**src/rtl/color_grid_vote.sv**
```systemverilog
`default_nettype none
// ============================================================================
// Module   : color_grid_vote
// Purpose  : Per-region majority vote of pixel class codes over a GRID_X x
//            GRID_Y grid. Votes are scanned once per frame and published as
//            packed colours. Optional define COLOR_GRID_HYST_EN enables
//            two-frame confirmation before a region's colour changes.
// Revision : 1.0 - initial release
// ============================================================================
module color_grid_vote #(
    parameter int GRID_X     = 3,
    parameter int GRID_Y     = 3,
    parameter int FRAME_W    = 480,
    parameter int FRAME_H    = 480,
    parameter int COLOR_W    = 3,
    parameter int NUM_COLORS = 7,
    parameter int CNT_W      = 16,
    parameter int MIN_VOTES  = 1
) (
    input  logic                              i_clk,
    input  logic                              i_rstn,
    input  logic                              i_sof,
    input  logic                              i_valid,
    input  logic [COLOR_W-1:0]                i_color,
    output logic                              o_ready,
    output logic [GRID_X*GRID_Y*COLOR_W-1:0]  o_result,
    output logic                              o_result_valid,
    output logic                              o_busy
);

    localparam int c_REGIONS = GRID_X * GRID_Y;
    localparam int c_NCNT    = c_REGIONS * NUM_COLORS;
    localparam int c_RW      = FRAME_W / GRID_X;
    localparam int c_RH      = FRAME_H / GRID_Y;
    localparam int c_PX_W    = (c_RW > 1) ? $clog2(c_RW) : 1;
    localparam int c_PY_W    = (c_RH > 1) ? $clog2(c_RH) : 1;
    localparam int c_GX_W    = (GRID_X > 1) ? $clog2(GRID_X) : 1;
    localparam int c_GY_W    = (GRID_Y > 1) ? $clog2(GRID_Y) : 1;
    localparam int c_REG_W   = (c_REGIONS > 1) ? $clog2(c_REGIONS) : 1;
    localparam int c_IDX_W   = (c_NCNT > 1) ? $clog2(c_NCNT) : 1;

    localparam logic [1:0] c_ST_ACCUM   = 2'd0;
    localparam logic [1:0] c_ST_SCAN    = 2'd1;
    localparam logic [1:0] c_ST_PUBLISH = 2'd2;

    generate
        if ((FRAME_W % GRID_X) != 0 || (FRAME_H % GRID_Y) != 0 ||
            NUM_COLORS > (1 << COLOR_W)) begin : g_param_err
            $error("color_grid_vote: illegal parameter combination");
        end
    endgenerate

    logic [1:0]         r_state;
    logic [1:0]         w_next_state;
    logic [c_PX_W-1:0]  r_px;
    logic [c_GX_W-1:0]  r_rx;
    logic [c_PY_W-1:0]  r_py;
    logic [c_GY_W-1:0]  r_ry;
    logic [CNT_W-1:0]   r_cnt [c_NCNT];
    logic [c_IDX_W-1:0] r_scan_idx;
    logic [COLOR_W-1:0] r_scan_col;
    logic [c_REG_W-1:0] r_scan_reg;
    logic [CNT_W-1:0]   r_max_cnt;
    logic [COLOR_W-1:0] r_max_col;
    logic [COLOR_W-1:0] r_win [c_REGIONS];

    logic               w_ready;
    logic               w_accept;
    logic               w_px_last, w_rx_last, w_py_last, w_ry_last, w_last_pix;
    logic [c_REG_W-1:0] w_region;
    logic [c_IDX_W-1:0] w_cnt_idx;
    logic               w_color_ok;
    logic               w_inc;
    logic               w_clear;
    logic               w_scan_last;
    logic               w_col_last;
    logic [CNT_W-1:0]   w_scan_cnt;
    logic               w_take;
    logic [CNT_W-1:0]   w_new_max;
    logic [COLOR_W-1:0] w_new_col;
    logic [COLOR_W-1:0] w_region_win;
    logic               w_publish;

    assign w_ready    = (r_state == c_ST_ACCUM);
    assign w_accept   = i_valid && w_ready && !i_sof;
    assign w_px_last  = (r_px == c_PX_W'(c_RW - 1));
    assign w_rx_last  = (r_rx == c_GX_W'(GRID_X - 1));
    assign w_py_last  = (r_py == c_PY_W'(c_RH - 1));
    assign w_ry_last  = (r_ry == c_GY_W'(GRID_Y - 1));
    assign w_last_pix = w_px_last && w_rx_last && w_py_last && w_ry_last;
    assign w_region   = c_REG_W'(int'(r_ry) * GRID_X + int'(r_rx));
    assign w_cnt_idx  = c_IDX_W'(int'(w_region) * NUM_COLORS + int'(i_color));
    assign w_color_ok = (int'(i_color) < NUM_COLORS);
    assign w_inc      = w_accept && w_color_ok;
    assign w_clear    = i_sof || (r_state == c_ST_PUBLISH);

    // Scan walks counters region-major; the first colour of each region
    // seeds the running max so strict '>' leaves ties on the lowest code.
    assign w_scan_last  = (r_scan_idx == c_IDX_W'(c_NCNT - 1));
    assign w_col_last   = (r_scan_col == COLOR_W'(NUM_COLORS - 1));
    assign w_scan_cnt   = r_cnt[r_scan_idx];
    assign w_take       = (r_scan_col == '0) || (w_scan_cnt > r_max_cnt);
    assign w_new_max    = w_take ? w_scan_cnt : r_max_cnt;
    assign w_new_col    = w_take ? r_scan_col : r_max_col;
    assign w_region_win = (int'(w_new_max) < MIN_VOTES) ? '0 : w_new_col;
    assign w_publish    = (r_state == c_ST_SCAN) && w_scan_last && !i_sof;

    always_ff @(posedge i_clk or negedge i_rstn) begin
        if (!i_rstn) begin
            r_state <= c_ST_ACCUM;
        end else begin
            r_state <= w_next_state;
        end
    end

    always_comb begin
        w_next_state = r_state;
        if (i_sof) begin
            w_next_state = c_ST_ACCUM;
        end else begin
            case (r_state)
                c_ST_ACCUM:   if (w_accept && w_last_pix) w_next_state = c_ST_SCAN;
                c_ST_SCAN:    if (w_scan_last) w_next_state = c_ST_PUBLISH;
                c_ST_PUBLISH: w_next_state = c_ST_ACCUM;
                default:      w_next_state = c_ST_ACCUM;
            endcase
        end
    end

    always_ff @(posedge i_clk or negedge i_rstn) begin
        if (!i_rstn) begin
            r_px <= '0;
            r_rx <= '0;
            r_py <= '0;
            r_ry <= '0;
        end else if (i_sof) begin
            r_px <= '0;
            r_rx <= '0;
            r_py <= '0;
            r_ry <= '0;
        end else if (w_accept) begin
            if (w_px_last) begin
                r_px <= '0;
                if (w_rx_last) begin
                    r_rx <= '0;
                    if (w_py_last) begin
                        r_py <= '0;
                        r_ry <= w_ry_last ? '0 : r_ry + 1'b1;
                    end else begin
                        r_py <= r_py + 1'b1;
                    end
                end else begin
                    r_rx <= r_rx + 1'b1;
                end
            end else begin
                r_px <= r_px + 1'b1;
            end
        end
    end

    always_ff @(posedge i_clk or negedge i_rstn) begin
        if (!i_rstn) begin
            for (int i = 0; i < c_NCNT; i++) r_cnt[i] <= '0;
        end else begin
            for (int i = 0; i < c_NCNT; i++) begin
                if (w_clear) begin
                    r_cnt[i] <= '0;
                end else if (w_inc && (w_cnt_idx == c_IDX_W'(i)) &&
                             (r_cnt[i] != {CNT_W{1'b1}})) begin
                    r_cnt[i] <= r_cnt[i] + 1'b1;
                end
            end
        end
    end

    always_ff @(posedge i_clk or negedge i_rstn) begin
        if (!i_rstn) begin
            r_scan_idx <= '0;
            r_scan_col <= '0;
            r_scan_reg <= '0;
            r_max_cnt  <= '0;
            r_max_col  <= '0;
            for (int i = 0; i < c_REGIONS; i++) r_win[i] <= '0;
        end else if (i_sof || (r_state != c_ST_SCAN)) begin
            r_scan_idx <= '0;
            r_scan_col <= '0;
            r_scan_reg <= '0;
            r_max_cnt  <= '0;
            r_max_col  <= '0;
        end else begin
            r_scan_idx <= r_scan_idx + 1'b1;
            r_max_cnt  <= w_new_max;
            r_max_col  <= w_new_col;
            if (w_col_last) begin
                r_win[r_scan_reg] <= w_region_win;
                r_scan_col        <= '0;
                r_scan_reg        <= r_scan_reg + 1'b1;
            end else begin
                r_scan_col <= r_scan_col + 1'b1;
            end
        end
    end

    // The last region's winner is still combinational when publishing.
    generate
        for (genvar g = 0; g < c_REGIONS; g++) begin : g_region
            logic [COLOR_W-1:0] w_pub_win;
            logic [COLOR_W-1:0] r_field;

            assign w_pub_win = (g == c_REGIONS - 1) ? w_region_win : r_win[g];
`ifdef COLOR_GRID_HYST_EN
            logic [COLOR_W-1:0] r_pend;
            logic               r_pend_vld;

            always_ff @(posedge i_clk or negedge i_rstn) begin
                if (!i_rstn) begin
                    r_field    <= '0;
                    r_pend     <= '0;
                    r_pend_vld <= 1'b0;
                end else if (i_sof) begin
                    r_pend     <= '0;
                    r_pend_vld <= 1'b0;
                end else if (w_publish) begin
                    if (w_pub_win == r_field) begin
                        r_pend_vld <= 1'b0;
                    end else if (r_pend_vld && (r_pend == w_pub_win)) begin
                        r_field    <= w_pub_win;
                        r_pend_vld <= 1'b0;
                    end else begin
                        r_pend     <= w_pub_win;
                        r_pend_vld <= 1'b1;
                    end
                end
            end
`else
            always_ff @(posedge i_clk or negedge i_rstn) begin
                if (!i_rstn) begin
                    r_field <= '0;
                end else if (w_publish) begin
                    r_field <= w_pub_win;
                end
            end
`endif
            assign o_result[(c_REGIONS-1-g)*COLOR_W +: COLOR_W] = r_field;
        end
    endgenerate

    assign o_ready        = w_ready;
    assign o_result_valid = (r_state == c_ST_PUBLISH);
    assign o_busy         = !w_ready;

endmodule
`default_nettype wire

```
**config.mk**
```make
export PLATFORM = sky130hd
export DESIGN_NAME = color_grid_vote
export DESIGN_NICKNAME = d
export VERILOG_FILES = /design/src/rtl/color_grid_vote.sv
export SDC_FILE = /design/constraint.sdc
export NUM_CORES = 2
export LEC_CHECK = 0
export ABC_AREA = 1
export CORE_MARGIN = 2
export CORE_UTILIZATION = 40
export DETAILED_ROUTE_END_ITERATION = 16
export PLACE_DENSITY = 0.58
export SLEW_MARGIN = 10
export SYNTH_ARGS = -nofsm -noshare
export SYNTH_HDL_FRONTEND = slang
export SYNTH_SLANG_ARGS = --single-unit
```
**constraint.sdc**
```tcl
create_clock -name i_clk -period 4.71 [get_ports i_clk]
set_input_delay 0.7065 -clock i_clk [delete_from_list [all_inputs] [get_ports i_clk]]
set_output_delay 0.7065 -clock i_clk [all_outputs]
set_load 0.02 [all_outputs]
```
# ---- Word level (Yosys, flattened, before mapping)
# Index checks and enable logic that the tools add are counted.
dict set report totals {
  register_bits 1116
  inputBits 7
  out_inout_bits 30
  word_cells 691
}
dict set report classes {
  n_addsub 72
  n_mul 2
  n_lt_le_gt_ge 6
  n_eq_ne 136
  mux 164
  bitwise_logic 3
  reduce_logical 217
}
# cell n
set ops {}
lappend ops {{$mux W16} 130}
lappend ops {{$add A16 B1 Y16 const B} 63}
lappend ops {{$ne A16 B16 Y1 const B} 63}
lappend ops {{$eq A6 B6 Y1 const B} 32}
lappend ops {{$logic_and A1 B1 Y1} 136}
lappend ops {{$reduce_bool A2 Y1} 68}
lappend ops {{$bmux W16 S6} 1}
lappend ops {{$eq A6 B5 Y1 const B} 16}
lappend ops {{$mux W8} 8}
lappend ops {{$eq A6 B4 Y1 const B} 8}
lappend ops {{$bwmux W27} 1}
lappend ops {{$mux W2} 13}
lappend ops {{$eq A6 B3 Y1 const B} 4}
lappend ops {{$mux W3} 6}
lappend ops {{$add A8 B1 Y8 const B} 2}
lappend ops {{$eq A8 B8 Y1 const B} 2}
lappend ops {{$gt A16 B16 Y1} 1}
lappend ops {{$lt A16 B1 Y1 const B} 1}
lappend ops {{$demux W3 S4} 1}
lappend ops {{$eq A6 B2 Y1 const B} 2}
lappend ops {{$mux W4} 2}
lappend ops {{$ge A7 B7 Y1 const B} 1}
lappend ops {{$not A6 Y7} 1}
lappend ops {{$add A6 B1 Y6 const B} 1}
lappend ops {{other kinds (29)} 37}

# ---- Longest topological paths before layout
dict set report depth {
  depth_word 10
  ltp_mapped 38
}

# ---- Worst setup path after synthesis
# OpenSTA, ideal clock, no wires.
dict set report synth_timing {
  path_type {register -> register}
  start {register r_rx[1]}
  end {register r_cnt[109] in the netlist's numbering}
  t_arrival_ns 4.858
  required_time_ns 4.589
  slack_ns -0.268
  stages_incl_launch_ff 22
  path_buffers 0
  path_cell_list {dfrtp_1 > fa_1 > ha_1 > inv_1 > fa_1 > fa_1 > fa_1 > fa_1 > xnor2_4 > inv_2 > nor2_4 > inv_2 > nor2_2 > nand3_2 > nor2_2 > nand2_1 > nor2_1 > nand2_1 > nor2_2 > nand3_1 > o21ai_0 > nor2_1}
}
dict set report synth_via {
  elab_chain_cells 7
}
# item line_no
set synth_rtl {}
lappend synth_rtl {{start, declared} 56} ;# logic [c_GX_W-1:0] r_rx;
lappend synth_rtl {{start signal, assigned} 153} ;# r_rx <= r_rx + 1'b1;
lappend synth_rtl {{$add A4 B2 Y4} 91} ;# assign w_region = c_REG_W'(int'(r_ry) * GRID_X + int'(r_rx));
lappend synth_rtl {{$mul A4 B3 Y6} 92} ;# assign w_cnt_idx = c_IDX_W'(int'(w_region) * NUM_COLORS + int'(i_color));
lappend synth_rtl {{$add A6 B3 Y6} 92}
lappend synth_rtl {{$eq A6 B6 Y1} 168} ;# end else if (w_inc && (w_cnt_idx == c_IDX_W'(i)) &&
lappend synth_rtl {{$logic_and A1 B1 Y1 (2 in series)} 168}
lappend synth_rtl {{$reduce_bool A2 Y1 (no source line)} -}
lappend synth_rtl {{end signal, assigned by index} 170} ;# r_cnt[i] <= r_cnt[i] + 1'b1;
lappend synth_rtl {{end, declared} 59} ;# logic [CNT_W-1:0] r_cnt [c_NCNT];
# No other way between the ends.
# A chain may end at the register's enable or synchronous reset.

# ---- Worst setup path in the final report
dict set report layout_timing {
  start {register r_rx[1]}
  end {register r_cnt[265] in the netlist's numbering}
}
# Same word-level chain as after synthesis.

==> out/qor.csv <==
stage,metric,value,unit
place,Final GP Congestion,0.988,
run,Max Cap Violations,0,
logic_synthesis,Post-synth EDFFs,0,
clock_network,Clock Latency Late Sink,0.80,ns
finish,max FFs per register,1008,
worst_setup_path,worst path required time,5.43,ns
drt,Final ANT Viol Nets,0,
clock_network,Clock Pin Slew Worst Setup and Hold Paths,0.06,ns
logic_synthesis,cell taking the most area after synthesis,dfrtp_1,
clock_network,total CTS buffers,139,
timing,minimum clock period,5.16,ns
floorplanning,I/O pins,37,
floorplanning,Die Y,423,um
power,pwr dens,369,nW/um^2
drt,wire length per cell,19.0,um
global_route,vias in the first global route,69103,
global_route,pin count of the biggest net entering global routing,168,
timing,Final Hold Viols,0,
worst_setup_path,CP Launch Type,register,
power,Leakage Power,40.0,nW
clock_network,root buf cell,clkbuf_16,
clock_network,CTS tree,yes,
timing,RSZ-0062 raised after global routing,yes,
drt,First-pass DRT Iterations,8,
finish,"Cell Count, Final, Fillers Out",13385,
timing,Pins Over Slew Limit,0,
logic_synthesis,syn avg cell area,6.94,um^2
place,DP HPWL,180000,um
timing,Tcrit/Tclk final,1.10,
clock_network,Max H-tree Level,4,
worst_setup_path,"Arr. time, crit path",5.88,ns
drt,via count,73307,
logic_synthesis,Synth Flop Type,dfrtp_1,
drt,vias per std cell,5.48,
timing,clock skew,0.0385,ns
floorplanning,Rows,153,
global_route,GRT overflow,0,
worst_setup_path,CP Max Fanout,4,
outcome,status,finished with violations,
place,Placed Cells,12847,
global_route,global-route wire length before repair,386000,um
logic_synthesis,distinct cell type count after synthesis,75,
timing,Slew @ Worst Pin,1.07,ns
drt,DR iter-0 viols,7039,
logic_synthesis,Synth Cell Area,70300,um^2
hold_path,Hold Path Class,in2async,
global_route,initial antenna violation count,2,
finish,Layout Utilization,0.518,
logic_synthesis,sequential area share after synthesis,0.396,
finish,share of post-route cells with drive strength above 1,0.184,
outcome,failing checks,setup timing,
global_route,overall global routing resource usage,0.269,
logic_synthesis,ys async rst share,1.00,
clock_network,maximum clock path buffer count,3,
floorplanning,effective utilization at floorplan,0.404,
finish,Biggest register,r_cnt,
timing,Setup WS post-layout,-0.450,ns
timing,setup_tns,-181.11,ns
logic_synthesis,area fraction of the dominant cell type after synthesis,0.396,
logic_synthesis,Synth Instances,10135,
logic_synthesis,"top cells by area, synth","dfrtp_1 (40%), nand2_1 (14%), inv_1 (7.0%)",
floorplanning,die area,179000,um^2
timing,final setup fails,924,
timing,Hold WS,0.471,ns
logic_synthesis,Post-Syn Nets,10251,
finish,nets@finish,11061,
power,Design Power,33.3,mW
floorplanning,die span in x,423,um
power,VDD IR max,0.000916,V
timing,FMAX,194,MHz
logic_synthesis,top-count cell post-synth,nand2_1,
timing,Worst slew margin,0.284,
finish,Layout area overhead,28.3,%
drt,Post-Route WL,255000,um
logic_synthesis,register bit total from synthesis,1113,
clock_network,# clock sinks,1113,
worst_setup_path,critical path type,reg2reg,
drt,drc violations,0,
logic_synthesis,Synthesis Warnings,0,
place,number of port buffers,36,
worst_setup_path,Worst Setup End Kind,register,
logic_synthesis,"top cells by count, synth","nand2_1 (2679), inv_1 (1302), dfrtp_1 (1113)",
floorplanning,core footprint,174000,um^2
-- report_power, final --
group	internal, mW	leakage [nW]	total (mW)	switching (mW)
registers	9.65	15.5	9.75	0.0944
logic	5.45	22.1	12.1	6.61
clock network	6.95	2.39	11.5	4.53
-- layout by cell type, fill, tap and decap left out, types with 82 or more instances in the layout --
master,instances
inv_1,1268
buf_12,83
nor3_1,370
nand2_2,89
nand2_1,2555
dfrtp_1,1110
clkbuf_16,155
o21ai_1,91
nor2_1,676
nand4_1,205
nor4_1,117
ha_1,100
nor2_2,82
nor2_4,128
a21oi_1,570
nand3_1,806
o21ai_0,543
buf_4,767
buf_6,94
-- metrics by stage --
step | cell area, um^2 | worst slack (ns)
global route | 90200 | -0.628
CTS | 86800 | -0.318
detailed placement | 78300 | -0.449
floorplan | 70400 | -0.0527
global placement | 78300 | -0.399
finish | 90200 | -0.450
-- area by class of cell --
type,instances,area (um^2)
timing repair inverter,2,32.5
timing repair buffer,1008,9440
antenna,4,10.0
inverter,1352,5210
clock buffer,193,4060
tap,2325,2910
fill,17002,84000
sequential,1113,27900
clock inverter,59,785
multi-input combinational,7329,39900
-- routing by layer --
metal  track usage  wire, um  up-vias
li1              -         -    35241
met1         0.364    110000    35197
met2         0.428    117000     2331
met3        0.0355     15500      536
met4         0.119     12200        2
met5             0        12        -
-- timing repair --
action                     in CTS  in global routing
hold endpoints to repair       24                  0
buffers inserted              142                141
resized for setup             610                562
pin swaps                     159                201
hold buffers                    1                  0
gates cloned                    3                 13
setup endpoints to repair     868               1021
-- worst paths after layout --
kind	from	end	slack, ns	cells after the start
worst max register to register	r_rx[1]	r_cnt[265]	-0.45	20
max in group asynchronous	i_rstn	r_cnt[161]	2.79	3
min in group i_clk	g_region[5].r_field[1]	g_region[5].r_field[1]	0.47	2
worst min register to register	g_region[5].r_field[1]	g_region[5].r_field[1]	0.47	2
worst max-delay path	r_rx[1]	r_cnt[265]	-0.45	20
worst min-delay path	i_rstn	r_cnt[541]	0.47	2
-- cells by family (layout without fill, tap and decap cells) --
| kind of cell | after synthesis | count (layout) | share of synthesized area |
|---|---|---|---|
| AOI/OAI and AO/OA | 1677 | 1677 | 0.134 |
| DFF | 1113 | 1113 | 0.396 |
| other | 0 | 4 | 0 |
| xor gates and xnor gates | 102 | 102 | 0.0134 |
| and+or+nand+nor | 5441 | 5441 | 0.342 |
| adders and majority gates | 109 | 109 | 0.0201 |
| buffers and inverters | 1693 | 2614 | 0.0938 |
-- worst max-delay path: stages, from the launching register on --
cell       delay (ns)
dfrtp_1          0.40
fa_1             0.55
ha_2             0.17
inv_2            0.04
fa_2             0.55
fa_1             0.43
fa_1             0.49
fa_2             0.41
nand3b_1         0.23
nand2_4          0.13
xor2_4           0.09
buf_12           0.15
nor2_4           0.18
buf_4            0.20
clkbuf_16        0.17
o211ai_1         0.13
nor2_1           0.20
nand4_1          0.23
nor2_1           0.15
nand2_1          0.07
a21oi_1          0.14
(Power assumes the default switching activity.)
